--- src/rtl/sync_fifo.sv ---
// Single-clock FIFO of DEPTH words of WIDTH bits.
// Pointers carry one extra wrap bit so that full and empty can be told apart
// without a separate occupancy counter. Read data is registered with one
// cycle of latency. Rejected accesses raise one-cycle over_flow/under_flow pulses.
module sync_fifo #(
    parameter int WIDTH     = 8,
    parameter int DEPTH     = 16,
    parameter int PTR_WIDTH = 4
) (
    input  logic             clk,
    input  logic             res,
    input  logic             wr_en,
    input  logic             rd_en,
    input  logic [WIDTH-1:0] wdata,
    output logic [WIDTH-1:0] rdata,
    output logic             empty,
    output logic             full,
    output logic             over_flow,
    output logic             under_flow
);

    localparam logic [PTR_WIDTH:0] C_PTR_ZERO = {(PTR_WIDTH + 1){1'b0}};
    localparam logic [PTR_WIDTH:0] C_PTR_ONE  = {{PTR_WIDTH{1'b0}}, 1'b1};

    // Storage array; deliberately not cleared by reset.
    logic [WIDTH-1:0]     r_mem [0:DEPTH-1];

    logic [PTR_WIDTH:0]   r_wr_ptr;
    logic [PTR_WIDTH:0]   r_rd_ptr;
    logic [WIDTH-1:0]     r_rdata;
    logic                 r_over_flow;
    logic                 r_under_flow;

    logic                 w_empty;
    logic                 w_full;
    logic                 w_wr_accept;
    logic                 w_rd_accept;
    logic [PTR_WIDTH-1:0] w_wr_addr;
    logic [PTR_WIDTH-1:0] w_rd_addr;

    // Status flags and access acceptance, all decoded from the registered pointers.
    always_comb begin
        w_wr_addr   = r_wr_ptr[PTR_WIDTH-1:0];
        w_rd_addr   = r_rd_ptr[PTR_WIDTH-1:0];
        w_empty     = (r_wr_ptr == r_rd_ptr);
        w_full      = (w_wr_addr == w_rd_addr) &&
                      (r_wr_ptr[PTR_WIDTH] != r_rd_ptr[PTR_WIDTH]);
        w_wr_accept = 1'b0;
        w_rd_accept = 1'b0;
        if (wr_en && !w_full) begin
            w_wr_accept = 1'b1;
        end else begin
            w_wr_accept = 1'b0;
        end
        if (rd_en && !w_empty) begin
            w_rd_accept = 1'b1;
        end else begin
            w_rd_accept = 1'b0;
        end
    end

    // Array write port: stores wdata at the write address on an accepted write.
    always_ff @(posedge clk) begin
        if (res && w_wr_accept) begin
            r_mem[w_wr_addr] <= wdata;
        end
    end

    // Write pointer: advances modulo 2**(PTR_WIDTH+1) on each accepted write.
    always_ff @(posedge clk) begin
        if (!res) begin
            r_wr_ptr <= C_PTR_ZERO;
        end else if (w_wr_accept) begin
            r_wr_ptr <= r_wr_ptr + C_PTR_ONE;
        end
    end

    // Read pointer and registered read data: rdata holds unless a read is accepted.
    always_ff @(posedge clk) begin
        if (!res) begin
            r_rd_ptr <= C_PTR_ZERO;
            r_rdata  <= {WIDTH{1'b0}};
        end else if (w_rd_accept) begin
            r_rd_ptr <= r_rd_ptr + C_PTR_ONE;
            r_rdata  <= r_mem[w_rd_addr];
        end
    end

    // Error pulses: record a rejected write or read seen at this edge.
    always_ff @(posedge clk) begin
        if (!res) begin
            r_over_flow  <= 1'b0;
            r_under_flow <= 1'b0;
        end else begin
            r_over_flow  <= wr_en & w_full;
            r_under_flow <= rd_en & w_empty;
        end
    end

    assign rdata      = r_rdata;
    assign empty      = w_empty;
    assign full       = w_full;
    assign over_flow  = r_over_flow;
    assign under_flow = r_under_flow;

endmodule

--- config.mk ---
export PLATFORM = sky130hd
export DESIGN_NAME = sync_fifo
export DESIGN_NICKNAME = d
export VERILOG_FILES = /design/src/rtl/sync_fifo.sv
export SDC_FILE = /design/constraint.sdc
export NUM_CORES = 1
export LEC_CHECK = 0
export CAP_MARGIN = 10
export CORE_MARGIN = 3
export CORE_UTILIZATION = 65
export DETAILED_ROUTE_END_ITERATION = 6
export PLACE_DENSITY = 0.86
export SLEW_MARGIN = 20
export SYNTH_ARGS = -nofsm -noshare
export SYNTH_HDL_FRONTEND = slang
export SYNTH_SLANG_ARGS = --single-unit
--- constraint.sdc ---
create_clock -name clk -period 5.35 [get_ports clk]
set_input_delay 1.07 -clock clk [delete_from_list [all_inputs] [get_ports clk]]
set_output_delay 1.07 -clock clk [all_outputs]
set_load 0.05 [all_outputs]
### Yosys cells after proc, flatten, opt, wreduce, memory -nomap -nowiden

Memories as Yosys holds them, arrays and structs flattened. A register that Yosys moved wholly into a read port is not among the register bits.
Cells that the tools add are included.

* reductions and logical operators: 7
* bitwise gates (word level): 2
* multiplexer cells: 4
* $add $sub $neg: 2
* equal/unequal tests: 3

Operator list (count)
* 5-bit by 1-bit adder with 5-bit output, second input constant: 2
* 5-bit == test: 1
* 4-bit == test: 1
* 1-bit logical AND: 4
* 1-bit 2-to-1 mux: 4
* 1-bit logical NOT: 3
* 1-bit bitwise AND: 2
* 1-bit inequality test: 1

* RAM bits: 128
* output and inout bits: 12
* memories kept: 1
* register bits after elaboration: 12
* input bits: 12

Memories
* r_mem: words 16, width 8, read ports 1, clocked after memory_dff 1, wr ports 1, RTL line 26 `logic [WIDTH-1:0] r_mem [0:DEPTH-1];`

### Depth between registers and ports, before layout

* word-level depth: 8
* mapped depth: 8

### Worst setup path after synthesis

OpenSTA, ideal clock, no wires.

* path type: input port to flip-flop
* from: input port wr_en
* to: memory r_mem[6][0], enable pin
* path slack: 2.634 ns
* arrival time: 2.318 ns
* cell stages on the path: 3
* cells stage by stage: o21ai_4 > buf_2 > nor4b_1

* word-level cells in the longest chain between the ends: 5

Ends and longest elaborated chain
* start, declared: RTL line 12 `input logic wr_en,`
* 1-bit logical AND: RTL line 50 `if (wr_en && !w_full) begin`
* 1-bit 2-to-1 mux: RTL line 50
* 1-bit logical AND: RTL line 64 `if (res && w_wr_accept) begin`
* 1-bit 2-to-1 mux: RTL line 64
* 1-bit 2-to-1 mux (implied by the code): RTL line 65 `r_mem[w_wr_addr] <= wdata;`
* end, declared: RTL line 26

Every way passes these cells.

### Worst setup path after layout

* from: register r_rd_ptr[0]
* to: output port empty

* word-level cells in the longest chain between the ends: 1

Ends and longest elaborated chain
* start, declared: RTL line 29 `logic [PTR_WIDTH:0] r_rd_ptr;`
* start signal, assigned: RTL line 84 `r_rd_ptr <= r_rd_ptr + C_PTR_ONE;`
* 5-bit == test: RTL line 45 `w_empty = (r_wr_ptr == r_rd_ptr);`
* end, declared: RTL line 16 `output logic empty,`

Every way passes these cells.

==> impl_metrics.env <==
export IMPL_yosysWarnings=0
export IMPL_gp_routability_congestion=0.794
export IMPL_grt_pass1_wl_mm=20.0
export IMPL_synth_most_common_cell="edfxtp_1"
export IMPL_numCtsBuffers=17
export IMPL_period_minus_slack_ns=4.11
export IMPL_insertion_delay_ns=0.53
export IMPL_rows=34
export IMPL_start_util_pct=67.8
export IMPL_r2r_end="r_mem[8][4]"
export IMPL_grt_max_degree=54
export IMPL_cts_max_level=4
export IMPL_syn_nets=357
export IMPL_clk_pin_slew_ns=0.07
export IMPL_dieArea_sq_um=10400
export IMPL_crit_path_end_kind="output port"
export IMPL_antenna_found_initial=0
export IMPL_yosys_top_cells_area="edfxtp_1 64%, mux4_2 7.5%, dfxtp_1 6.7%"
export IMPL_holdPathEnd="rdata[3]"
export IMPL_reg2reg_slack_ns=2.49
export IMPL_intPower_uw=2050
export IMPL_die_h_um=102
export IMPL_synth_top_area_cell="edfxtp_1"
export IMPL_cts_hold_buf=0
export IMPL_stdcell_count=492
export IMPL_r2r_start="r_rd_ptr[0]"
export IMPL_ir_drop_v=0.000227
export IMPL_hp_start="rdata[3]"
export IMPL_grt_pass1_vias=3262
export IMPL_clockBufferDepth=2
export IMPL_fp_dieW_um=102
export IMPL_reg2reg_depth=4
export IMPL_core_sq_um=8850
export IMPL_p_per_area_nw_per_um2=407
export IMPL_top_layer_used="met4"
export IMPL_rsz0062_at_grt="no"
export IMPL_cts_sinks=148
export IMPL_ys_seq_elements=148
export IMPL_drc=0
export IMPL_fin_util_pct=78.3
export IMPL_wl_met2_mm=6.70
export IMPL_critPathLaunchType="flip-flop"
export IMPL_clock_fmax_mhz=243
export IMPL_syn_area_per_cell_sq_um=17.7
export IMPL_wl_mm=13.3
export IMPL_seqPwrFrac_pct=46.6
export IMPL_grt_overflow=0
export IMPL_synthTopCellsByCount="128 x edfxtp_1, 20 x dfxtp_1, 20 x mux4_2"
export IMPL_post_cts_setup_buffers=0
export IMPL_port_buffers=23
export IMPL_via_per_inst=6.79
export IMPL_drt_initial_drc_count=320
export IMPL_whs_path_depth=2
export IMPL_ys_types=42
export IMPL_syn_area_sq_um=6000
export IMPL_cp_arrival_ns=3.04
export IMPL_critPathKind="flip-flop to output port"
export IMPL_wl_met1_mm=5.06
export IMPL_hold_path_class="flip-flop to flip-flop"
export IMPL_cp_max_fo=22
export IMPL_switching_share_pct=27.1
export IMPL_setup_viol=0
export IMPL_cts_resized=0
export IMPL_wl_per_cell_um=27.0
export IMPL_synth_seq_area_share_pct=70.7
export IMPL_nNetsFinal=388
export IMPL_grt_use_total_pct=27.6
export IMPL_p_leak_uw=0.00218
export IMPL_place_inst=460
export IMPL_synth_ff_type="edfxtp_1"
export IMPL_dr_wl_met3_mm=1.04
export IMPL_yosysTopAreaCellShare_pct=64.0
export IMPL_worstPathRequired_ns=4.28
export IMPL_tightest_slew_ns=0.948
export IMPL_hpwlAfterDp_mm=7.73
export IMPL_period_share_pct=76.9
export IMPL_synth_edf_count=128
export IMPL_synthArstFlopShare_pct=0
export IMPL_tns_ns=0
export IMPL_layout_area_overhead_vs_synth_pct=15.5
export IMPL_clkPwrFrac_pct=40.9
export IMPL_power_net_switching_uw=765
export IMPL_clock_skew_ns=0.0102
export IMPL_power_frac_comb_pct=12.5
export IMPL_dr_pass1_iters=5
export IMPL_via_count=3341
export IMPL_drive_above_1_share_pct=25.8
export IMPL_status="finished clean"
export IMPL_slew_headroom_pct=36.7
export IMPL_detail_route_antenna_nets=0
export IMPL_hold_viol=0
export IMPL_cts_tree="yes"
export IMPL_maxCapViolations=0
export IMPL_netlist_instances=340
export IMPL_ios=24
export IMPL_cts_root_buf="clkbuf_8"
export IMPL_n_antenna_cell=0
export IMPL_slew_viol_final=0
export IMPL_fill_cells=469
[critical path: stages, from the launching register on]
cell	delay (ns)
dfxtp_1	0.95
xnor2_1	0.27
and4_4	0.33
and2_1	0.16
clkdlybuf4s50_1	0.82
[power groups by stage]
stage	clock [uW]	combinational [uW]	sequential (uW)
after floorplan	0	199	1370
after global placement	0	329	1330
after detailed placement	0	338	1340
after CTS	1160	349	1310
after global routing	1220	375	1320
final	1150	352	1310
[routing by layer]
metal,vias up,track usage [%]
li1,1430,-
met3,36,7.03
met1,1668,37.8
met5,-,0
met2,207,43.5
met4,0,10.8
[layout by cell type, fill, tap and decap left out, types with 2 or more instances in the layout]
cell type        netlist  final
edfxtp_1             128    128
clkdlybuf4s50_1        0     23
mux4_2                20     20
dfxtp_1               20     18
mux2_2                16     16
clkbuf_16              0     16
a21oi_1               14     14
nor2b_1               12     12
buf_4                  2     10
xnor2_1                8      8
nand2_1                8      8
nor3_2                 0      8
a211oi_1               8      8
o22ai_1                8      8
nor3_1                16      8
o21ai_0                8      8
ha_1                   5      5
inv_6                  0      5
inv_8                  0      5
nor4b_1                4      4
nor4_1                 4      4
and2_1                 4      4
a21oi_2                4      4
mux4_1                 4      4
mux2i_1                3      3
inv_1                  2      2
o211ai_1               2      2
nand2b_1               2      2
o21ai_2                2      2
nand3_1                2      2
or3_1                  2      2
a21boi_1               2      2
nand4_1                2      2
and3_1                 2      2
clkinv_4               0      2
clkinvlp_4             0      2
dfxtp_2                0      2
[registers in the layout, summed over array words and instances, names as in the netlist]
signal	cells
r_mem	128
rdata	8
r_rd_ptr	5
r_wr_ptr	5
over_flow	1
under_flow	1
[cells by family (layout without fill, tap and decap cells)]
| logic type | Yosys count | in the layout | synth area share, % |
|---|---|---|---|
| and+or+nand+nor | 61 | 61 | 5.96 |
| xor gates and xnor gates | 10 | 10 | 1.58 |
| adders and majority gates | 5 | 5 | 1.04 |
| DFF | 148 | 148 | 70.7 |
| AOI/OAI and AO/OA | 50 | 50 | 5.63 |
| muxes | 43 | 43 | 12.8 |
| buffers and inverters | 23 | 67 | 2.31 |
[through the flow]
stage | instance area, sq um | total power (uW) | hold slack, ns | setup slack, ns
2_1_floorplan | 6000 | 1570 | 0.490 | 2.63
3_3_place_gp | 6310 | 1660 | 0.504 | 1.80
3_5_place_dp | 6310 | 1670 | 0.519 | 1.71
4_1_cts | 6890 | 2820 | 0.532 | 1.27
5_1_grt | 6930 | 2910 | 0.555 | 1.11
6_report | 6930 | 2820 | 0.530 | 1.24
[area by class of cell]
| class | count | area [sq um] | share of cell area (%) |
|---|---|---|---|
| well taps | 108 | 135 | 1.95 |
| clock inverters | 15 | 163 | 2.35 |
| flip-flops and latches | 148 | 4250 | 61.3 |
| clock buffers | 17 | 414 | 5.98 |
| repair buffers | 33 | 305 | 4.41 |
| inverters | 2 | 7.51 | 0.108 |
| multi-input cells | 169 | 1660 | 23.9 |
[how the worst max path moves through the flow]
stage,start,endpoint,slack [ns],depth (start not counted)
2_1_floorplan,wr_en,r_mem[6][0],2.63,3
3_3_place_gp,res,r_mem[9][0],1.80,3
3_5_place_dp,res,r_mem[11][4],1.71,3
4_1_cts,r_rd_ptr[0],empty,1.27,4
5_1_grt,r_rd_ptr[0],full,1.11,4
6_report,r_rd_ptr[0],empty,1.24,4
Power figures use the tool's default switching activity.
